<file path="src/rtl/sequenciador_regras.sv">
// Rule sequencer on the initiator side of the inference interface: sweeps the 9 antecedent
// codes, captures each rule's interval firing once the unit settles, and max-aggregates it.
module sequenciador_regras #(
   parameter int LAT_INF = 2,
   parameter int N_SETS  = 3
) (
   input  logic       clk,
   input  logic       rst,
   input  logic       iniciar,
   input  logic [7:0] saida_UP_0,
   input  logic [7:0] saida_UP_1,
   input  logic [7:0] saida_UP_2,
   input  logic [7:0] saida_LOW_0,
   input  logic [7:0] saida_LOW_1,
   input  logic [7:0] saida_LOW_2,
   output logic [3:0] Sequencia_regras,
   output logic       EN_Cod_Mem,
   output logic [7:0] agg_UP_0,
   output logic [7:0] agg_UP_1,
   output logic [7:0] agg_UP_2,
   output logic [7:0] agg_LOW_0,
   output logic [7:0] agg_LOW_1,
   output logic [7:0] agg_LOW_2,
   output logic       saida_valida,
   input  logic       pronto_in,
   output logic       ocupado,
   output logic       erro_fou
);

   localparam logic [3:0] LAST_IDX = 4'(N_SETS * N_SETS - 1);
   localparam logic [3:0] WAIT_END = 4'(LAT_INF - 1);

   typedef enum logic [2:0] {S_IDLE, S_DRIVE, S_WAIT, S_CAPTURE, S_DONE} state_t;

   state_t           state_q, state_d;
   logic [3:0]       idx_q, idx_d;
   logic [3:0]       wcnt_q, wcnt_d;
   logic [2:0][7:0]  up_q, up_d, low_q, low_d;
   logic             erro_q, erro_d;
   logic [2:0][7:0]  in_up, in_low;
   logic [3:0]       rule_code;

   assign in_up  = {saida_UP_2, saida_UP_1, saida_UP_0};
   assign in_low = {saida_LOW_2, saida_LOW_1, saida_LOW_0};

   always_ff @(posedge clk) begin
      if (rst) begin
         state_q <= S_IDLE;
         idx_q   <= '0;
         wcnt_q  <= '0;
         up_q    <= '0;
         low_q   <= '0;
         erro_q  <= 1'b0;
      end else begin
         state_q <= state_d;
         idx_q   <= idx_d;
         wcnt_q  <= wcnt_d;
         up_q    <= up_d;
         low_q   <= low_d;
         erro_q  <= erro_d;
      end
   end

   always_comb begin
      state_d = state_q;
      case (state_q)
         S_IDLE:    if (iniciar) state_d = S_DRIVE;
         S_DRIVE:   state_d = S_WAIT;
         S_WAIT:    if (wcnt_q == WAIT_END) state_d = S_CAPTURE;
         S_CAPTURE: state_d = (idx_q == LAST_IDX) ? S_DONE : S_DRIVE;
         S_DONE:    if (pronto_in) state_d = S_IDLE;
         default:   state_d = S_IDLE;
      endcase
   end

   // Aggregates only move on the start edge (clear) and in CAPTURE (max-merge).
   always_comb begin
      idx_d  = idx_q;
      wcnt_d = wcnt_q;
      up_d   = up_q;
      low_d  = low_q;
      erro_d = erro_q;
      case (state_q)
         S_IDLE: begin
            if (iniciar) begin
               idx_d  = '0;
               up_d   = '0;
               low_d  = '0;
               erro_d = 1'b0;
            end
         end
         S_DRIVE: wcnt_d = '0;
         S_WAIT:  wcnt_d = wcnt_q + 4'd1;
         S_CAPTURE: begin
            for (int k = 0; k < 3; k++) begin
               if (in_up[k] > up_q[k])   up_d[k]  = in_up[k];
               if (in_low[k] > low_q[k]) low_d[k] = in_low[k];
               if (in_low[k] > in_up[k]) erro_d   = 1'b1;
            end
            if (idx_q != LAST_IDX) idx_d = idx_q + 4'd1;
         end
         default: ;
      endcase
   end

   // Rule index to code: [3:2] input-2 set, [1:0] input-1 set.
   assign rule_code = {2'(idx_q / 4'(N_SETS)), 2'(idx_q % 4'(N_SETS))};

   always_comb begin
      Sequencia_regras = 4'd0;
      EN_Cod_Mem       = 1'b0;
      saida_valida     = 1'b0;
      ocupado          = (state_q != S_IDLE);
      case (state_q)
         S_DRIVE: begin
            Sequencia_regras = rule_code;
            EN_Cod_Mem       = 1'b1;
         end
         S_WAIT, S_CAPTURE: Sequencia_regras = rule_code;
         S_DONE:            saida_valida     = 1'b1;
         default: ;
      endcase
   end

   assign agg_UP_0  = up_q[0];
   assign agg_UP_1  = up_q[1];
   assign agg_UP_2  = up_q[2];
   assign agg_LOW_0 = low_q[0];
   assign agg_LOW_1 = low_q[1];
   assign agg_LOW_2 = low_q[2];
   assign erro_fou  = erro_q;

endmodule

</file>
<file path="config.mk">
export PLATFORM = sky130hd
export DESIGN_NAME = sequenciador_regras
export DESIGN_NICKNAME = d
export VERILOG_FILES = /design/src/rtl/sequenciador_regras.sv
export SDC_FILE = /design/constraint.sdc
export NUM_CORES = 1
export LEC_CHECK = 0
export CORE_MARGIN = 2
export CORE_UTILIZATION = 53
export CTS_BUF_LIST = sky130_fd_sc_hd__clkbuf_4 sky130_fd_sc_hd__clkbuf_8
export DETAILED_ROUTE_END_ITERATION = 6
export PLACE_DENSITY = 0.85
export SLEW_MARGIN = 20
export SYNTH_ARGS = -nofsm -noshare
export SYNTH_HDL_FRONTEND = slang
export SYNTH_SLANG_ARGS = --single-unit
</file>
<file path="constraint.sdc">
create_clock -name clk -period 3.2 [get_ports clk]
set_input_delay 0.64 -clock clk [delete_from_list [all_inputs] [get_ports clk]]
set_output_delay 0.64 -clock clk [all_outputs]
set_load 0.03 [all_outputs]
</file>
==> results of run 1 <==
==> power by group <==
group	internal, mW	total [mW]	switching [mW]
clock	0.444	0.762	0.318
combinational	0.268	0.566	0.298
sequential	0.761	0.789	0.0275
==> final cells by class <==
cell class,count,area [um2],area share
well taps,108,135,0.0218
repair buffers,114,1130,0.183
clock inverters,3,42.5,0.00687
multi-input cells,404,3200,0.516
clock buffers,13,179,0.0289
inverters,82,308,0.0497
flip-flops and latches,60,1200,0.194
==> cell families after synthesis <==
family                     share of synthesized area
AOI/OAI and AO/OA                              0.135
xor gates and xnor gates                     0.00920
adders and majority gates                      0.210
buffers and inverters                         0.0820
DFF                                            0.252
muxes                                          0.103
and+or+nand+nor                                0.208
==> placed cells by master, fill, tap and decap left out, drive strengths merged, types with 6 or more instances in the layout <==
cell,synthesis,final
inv,81,81
a211oi,6,6
nand2,59,59
clkdlybuf4s50,0,104
ha,80,80
nor2,14,14
mux2i,49,49
nand4,7,7
o22ai,7,7
buf,6,9
o2bb2ai,6,6
dfxtp,60,60
and4,6,6
nand3,15,15
nand2b,52,52
and3,7,7
clkbuf,9,13
nor3,7,7
a31oi,6,6
nor2b,6,6
o21ai,17,17
a21oi,33,33
==> sequential cells by signal, summed over array words and instances, names as in the netlist <==
signal and cells:
idx_q 4, agg_LOW_2 8, agg_UP_2 8, state_q 3, agg_LOW_1 8, erro_fou 1, agg_UP_1 8, wcnt_q 4
agg_UP_0 8, agg_LOW_0 8
==> layer usage <==
| metal | vias to the layer above | global-route usage |
|---|---|---|
| met5 | - | 0 |
| met4 | 0 | 0.0959 |
| met3 | 23 | 0.0489 |
| met2 | 118 | 0.423 |
| met1 | 2006 | 0.288 |
| li1 | 2144 | - |
==> how the worst max path moves through the flow <==
stage,endpoint,slack [ns],depth (start not counted)
finish,Sequencia_regras[2],0.11,10
global route,Sequencia_regras[2],-0.02,10
CTS,Sequencia_regras[2],0.02,10
detailed placement,Sequencia_regras[2],-0.08,10
global placement,Sequencia_regras[2],0.13,10
floorplan,Sequencia_regras[0],0.40,10
==> metrics by stage <==
stage,worst slack [ns],power [mW],hold WS (ns),utilization
after CTS,0.0200,2.13,0.500,0.708
after detailed placement,-0.0830,1.37,0.490,0.682
after floorplan,0.399,1.18,0.477,-
after global routing,-0.0188,2.23,0.525,0.710
after global placement,0.129,1.35,0.473,0.682
final,0.109,2.12,0.497,0.710
==> tightest hold or removal path: cells and delay by family, from the launching register on <==
kind / cells / cell delay, ns
muxes: 1 / 0.06
DFF: 1 / 0.32
and+or+nand+nor: 1 / 0.07
==> repair_timing <==
item | CTS | global route
pin swaps | 0 | 0
endpoints found under the setup margin | 3 | 3
hold buffers | 0 | 0
gates resized for setup | 6 | 4
==> impl_summary.txt, run 1 <==
----------------------------------------------------
[Global route]
  Total track usage ... 0.241
  Grt ovf ... 0
  Largest net degree at the start of global routing ... 61
  Antenna violations before repair ... 0
  First-pass GRT wire length ... 19.4 mm
  Via count of the first global-routing pass ... 4353

[Synth]
  Combined area of all synthesized cells ... 4760 um2
  Number of distinct standard cells referenced by the synthesized netlist ... 46
  Average size of a mapped cell ... 8.48 um2
  Most used flip-flop cell after synthesis ... sky130_fd_sc_hd__dfxtp_1
  Portion of the post-synthesis area used by sequential elements ... 0.252
  Number of warning messages in the yosys log ... 0
  Most instantiated cells after synthesis ... sky130_fd_sc_hd__inv_1, sky130_fd_sc_hd__ha_1, sky130_fd_sc_hd__dfxtp_1, sky130_fd_sc_hd__nand2_1, sky130_fd_sc_hd__nand2b_1
  Cell type with the largest total area after synthesis ... sky130_fd_sc_hd__dfxtp_1
  Count of state elements after synthesis ... 60
  Syn_nets ... 693
  Mapped Cells ... 561
  Share of synthesized flip-flops with an asynchronous set or reset ... 0
  Top-count cell post-synth ... sky130_fd_sc_hd__inv_1
  Proportion of netlist area held by the largest area contributor ... 0.252
  Number of flops mapped to enable cells by yosys ... 0
  Biggest area contributors in the synthesized netlist ... sky130_fd_sc_hd__dfxtp_1, sky130_fd_sc_hd__ha_1, sky130_fd_sc_hd__mux2i_1, sky130_fd_sc_hd__nand2b_1, sky130_fd_sc_hd__inv_1

[Power and ir drop]
  Reported leakage power ... 2.63 nW
  Power per cell area ... 342 nW/um2
  Largest voltage drop on the vdd net ... 0.000192 V

[Placed design]
  Placed insts ... 768
  Placed Area ... 5950 um2
  Gp weighted congestion ... 0.872
  Placed wire-length estimate ... 8.76 mm
  Port-buffer cells ... 107

[Setup path]
  Crit-path cells ... nor2b_4 -> ha_1 -> inv_1 -> ha_1 -> a21boi_4 -> xnor2_2 -> ha_1 -> o21bai_1 -> nor2b_1 -> clkdlybuf4s18_2
  Sort of element at the end of the critical path ... output port
  Most used cell, CP ... sky130_fd_sc_hd__ha_1
  Max Fanout on Critical Path ... 4
  Beginning of the worst register-to-register path ... state_q[0]
  Slowest stage cell on the critical path ... sky130_fd_sc_hd__dfxtp_1
  Critical path's top delay family ... adder cells
  Start point of the critical path ... idx_q[2]
  Worst reg-to-reg path cell count ... 5
  Worst reg2reg endpoint ... agg_LOW_2[6]
  Worst Path Arrival ... 2.45 ns
  Critical path launch point type ... flip-flop
  Maximum cell stage delay along the critical path ... 0.33 ns
  Setup slack, reg-to-reg ... 1.11 ns
  Req. time, crit path ... 2.56 ns
  Buf+Inv Stages, Crit Path ... 2
  Worst setup path category ... flip-flop to output port

[Final layout]
  Non-filler cells, final ... 784
  Layout Area Growth over Synthesis ... 30.2%
  Finished Cell Area ... 6200 um2
  Diode count ... 0
  Number of inserted filler cells in the final layout ... 659
  # nets final ... 803
  Fraction of final layout cells sized beyond drive strength 1 ... 0.0607

[Run status]
  Outcome ... complete, no violations

[Drt]
  Average wire per cell in the routed design ... 14.8 um
  Number of nets still failing antenna checks after routing ... 0
  Total length of routed met2 wires ... 5.60 mm
  Via Count ... 4291
  Top Metal Used ... met4
  Routed length on met1 ... 5.13 mm
  Number of detailed-route iterations in the first pass ... 6
  Met3 routed wirelength ... 609 um
  Detailed-route wire length ... 11.6 mm
  DRC violation count after routing ... 0
  Count of routing violations after the opening detailed-route iteration ... 89
  Vias per std cell ... 5.47

[Min path]
  Endpoint, Worst Hold ... agg_LOW_2[7]
  Hold Path Stages ... 2
  Beginning of the worst hold path ... agg_LOW_2[7]
  Path type of the worst min-delay path ... flip-flop to flip-flop

[Timing]
  Final-report max-slew violation count ... 0
  Slew Limit Headroom ... 0.642
  Final-layout setup total negative slack ... 0 ns
  Top achievable clock speed ... 0.324 GHz
  Clock Skew ... 0.0113 ns
  Shortest clock period the worst path allows after layout ... 3.09 ns
  Portion of the clock cycle consumed by the worst path in the final layout ... 0.966
  Number of endpoints failing setup at the final stage ... 0
  Hold Vio Cnt, Final ... 0
  Transition time at the pin with the least slew margin ... 0.536 ns

[Clock tree]
  CTS root buffer ... sky130_fd_sc_hd__clkbuf_8
  Bufs on Longest Clock Path ... 2
  Clk Latency, worst-skew pair ... 0.35 ns
  Number of buffers inserted during clock tree synthesis ... 9
  TritonCTS clock tree ... yes
  Number of sinks on the clock net ... 60
  Maximum level of the CTS H-tree ... 3
  Clock-pin slew reported for the worst setup and hold paths after clock tree synthesis ... 0.07 ns
  Buffers inserted by post-CTS timing repair ... 0

[Floorplanning]
  Vert. Die Dim ... 98.8 um
  Die width ... 98.8 um
  I/O pins ... 108
  Standard-cell rows ... 34
  Die footprint ... 9750 um2
  Initial standard-cell utilization of the core ... 0.546
  Placeable core region ... 8720 um2

[Run]
  Max-cap viol count ... 0

----------------------------------------------------
No activity file was read; power rests on OpenSTA's default activity.
==> run 2: changes to the inputs <==
Settings changed: CORE_ASPECT_RATIO set to 0.6.
==> impl_summary.txt, run 2 (synthesis results as in run 1) <==
----------------------------------------------------
[Global route]
  Antenna violations before repair ... 0 (unchanged)
  Grt ovf ... 0 (unchanged)
  Largest net degree at the start of global routing ... 61 (unchanged)
  Total track usage ... 0.261 (+0.0200)
  Via count of the first global-routing pass ... 4449 (+2.2%)
  First-pass GRT wire length ... 20.7 mm (+6.7%)

[Final layout]
  Most common cell after layout, fill and taps aside ... sky130_fd_sc_hd__clkdlybuf4s50_1
  Layout Area Growth over Synthesis ... 30.5%
  Fraction of final layout cells sized beyond drive strength 1 ... 0.0678 (+0.00720)
  Non-filler cells, final ... 790 (+0.77%)
  Finished Cell Area ... 6210 um2 (+0.24%)
  Area of combinational cells with multiple inputs ... 3210 um2 (+0.47%)
  # nets final ... 805 (+0.25%)
  Diode count ... 0 (unchanged)
  Commonest non-fill, non-tap cells in the layout ... sky130_fd_sc_hd__clkdlybuf4s50_1, sky130_fd_sc_hd__inv_1, sky130_fd_sc_hd__ha_1, sky130_fd_sc_hd__nand2_1, sky130_fd_sc_hd__dfxtp_1
  Number of inserted filler cells in the final layout ... 654 (-0.76%)
  Sequential standard cell area ... 1200 um2 (+0.10%)

[Placed design]
  Placed Area ... 5960 um2 (+0.21%)
  Placed wire-length estimate ... 9.37 mm (+7.0%)
  Worst-case setup slack after placement ... 0.0562 ns (+0.139 ns)
  Gp weighted congestion ... 0.831 (-4.7%)
  Port-buffer cells ... 107 (unchanged)
  Placed insts ... 773 (+0.65%)

[Setup path]
  Worst Path Arrival ... 2.39 ns (-0.06 ns)
  Worst setup path category ... flip-flop to output port
  Critical path launch point type ... flip-flop
  Req. time, crit path ... 2.56 ns (about the same)
  Sort of element at the end of the critical path ... output port
  Setup slack, reg-to-reg ... 1.07 ns (-0.04 ns)
  Max Fanout on Critical Path ... 4 (unchanged)

[Timing]
  Clock Skew ... 0.00796 ns (-0.00334 ns)
  Final-layout setup total negative slack ... 0 ns (unchanged)
  Hold Vio Cnt, Final ... 0 (unchanged)
  Unrepaired setup endpoints after global routing ... no
  Shortest clock period the worst path allows after layout ... 3.03 ns (-0.0575 ns)
  Final WS setup ... 0.167 ns (+0.0575 ns)
  Top achievable clock speed ... 0.330 GHz (+1.9%)
  Final-report max-slew violation count ... 0 (unchanged)
  Number of endpoints failing setup at the final stage ... 0 (unchanged)
  Portion of the clock cycle consumed by the worst path in the final layout ... 0.948 (-0.0180)
  Slew Limit Headroom ... 0.639 (-0.00344)
  Transition time at the pin with the least slew margin ... 0.542 ns (+0.00515 ns)

[Floorplanning]
  Die width ... 126 um (+28%)
  Die footprint ... 9780 um2 (+0.25%)
  Vert. Die Dim ... 77.4 um (-22%)
  Placeable core region ... 8620 um2 (-1.1%)
  Standard-cell rows ... 26 (-24%)
  I/O pins ... 108 (unchanged)
  Initial standard-cell utilization of the core ... 0.552 (+0.00634)

[Clock tree]
  CTS root buffer ... sky130_fd_sc_hd__clkbuf_8
  TritonCTS clock tree ... yes
  Number of buffers inserted during clock tree synthesis ... 9 (unchanged)
  Clk Latency, worst-skew pair ... 0.35 ns (about the same)
  Clock-pin slew reported for the worst setup and hold paths after clock tree synthesis ... 0.07 ns (about the same)
  Number of sinks on the clock net ... 60 (unchanged)
  Hold_buf cts ... 0 (unchanged)
  Maximum level of the CTS H-tree ... 3 (unchanged)
  Bufs on Longest Clock Path ... 2 (unchanged)

[Power and ir drop]
  Reported leakage power ... 2.64 nW (+0.43%)
  Power per cell area ... 335 nW/um2 (-2.0%)
  Largest voltage drop on the vdd net ... 0.000266 V (+39%)
  Total power after layout ... 2.08 mW (-1.8%)

[Drt]
  Number of nets still failing antenna checks after routing ... 0 (unchanged)
  Average wire per cell in the routed design ... 15.9 um (+7.4%)
  Via Count ... 4390 (+2.3%)
  Count of routing violations after the opening detailed-route iteration ... 293 (+230%)
  Vias per std cell ... 5.56 (+1.5%)
  Detailed-route wire length ... 12.5 mm (+8.2%)
  DRC violation count after routing ... 0 (unchanged)
  Number of detailed-route iterations in the first pass ... 5 (-1)

[Run status]
  Outcome ... complete, no violations

[Min path]
  Path type of the worst min-delay path ... flip-flop to flip-flop

[Run]
  Max-cap viol count ... 0 (unchanged)

----------------------------------------------------
run 2: path summary, 6_finish.rpt:
check / startpoint / end / cells after the start
max: idx_q[2] / Sequencia_regras[1] / 12
min: agg_LOW_0[1] / agg_LOW_0[1] / 2
min reg2reg: agg_LOW_0[1] / agg_LOW_0[1] / 2
max reg2reg: state_q[0] / agg_LOW_2[0] / 5
run 2: cell type report:
type                    instances  share of cell area
clock buffers                  11              0.0244
repair buffers                116               0.184
multi-input cells             404               0.518
clock inverters                 5             0.00806
well taps                     112              0.0226
inverters                      82              0.0496
flip-flops and latches         60               0.194
run 2: timing repair:
action / 4_1_cts / 5_1_grt
buffers inserted: 1 / 0
resized for setup: 7 / 5
pin swaps: 1 / 1
endpoints found under the setup margin: 3 / 3
run 2: metrics by stage:
stage	util	hold WS, ns
floorplan	-	0.477
global placement	0.691	0.475
detailed placement	0.691	0.487
CTS	0.717	0.498
global route	0.720	0.518
finish	0.720	0.497
run 2: routing by layer:
metal | part of all wire | vias to the layer above | track usage
met3 | 0.074 | 20 | 0.0690
met4 | 0.015 | 0 | 0.0813
met1 | 0.46 | 2055 | 0.341
met5 | 0 | - | 0
met2 | 0.45 | 164 | 0.425
li1 | - | 2151 | -
run 2: critical path, cell delays in order (launching register included):
cell	delay, ns
sky130_fd_sc_hd__dfxtp_2	0.33
sky130_fd_sc_hd__nor2b_4	0.13
sky130_fd_sc_hd__ha_1	0.19
sky130_fd_sc_hd__inv_2	0.06
sky130_fd_sc_hd__ha_4	0.13
sky130_fd_sc_hd__a21boi_4	0.21
sky130_fd_sc_hd__xnor2_2	0.13
sky130_fd_sc_hd__ha_2	0.18
sky130_fd_sc_hd__o21bai_1	0.11
sky130_fd_sc_hd__buf_4	0.14
sky130_fd_sc_hd__mux2i_1	0.19
sky130_fd_sc_hd__nor2_1	0.05
sky130_fd_sc_hd__buf_4	0.18
run 2: power by group:
group / switching, mW / total, mW / internal, mW
Sequential: 0.0280 / 0.789 / 0.761
Combinational: 0.309 / 0.578 / 0.269
Clock: 0.315 / 0.712 / 0.397
Total: 0.652 / 2.08 / 1.43
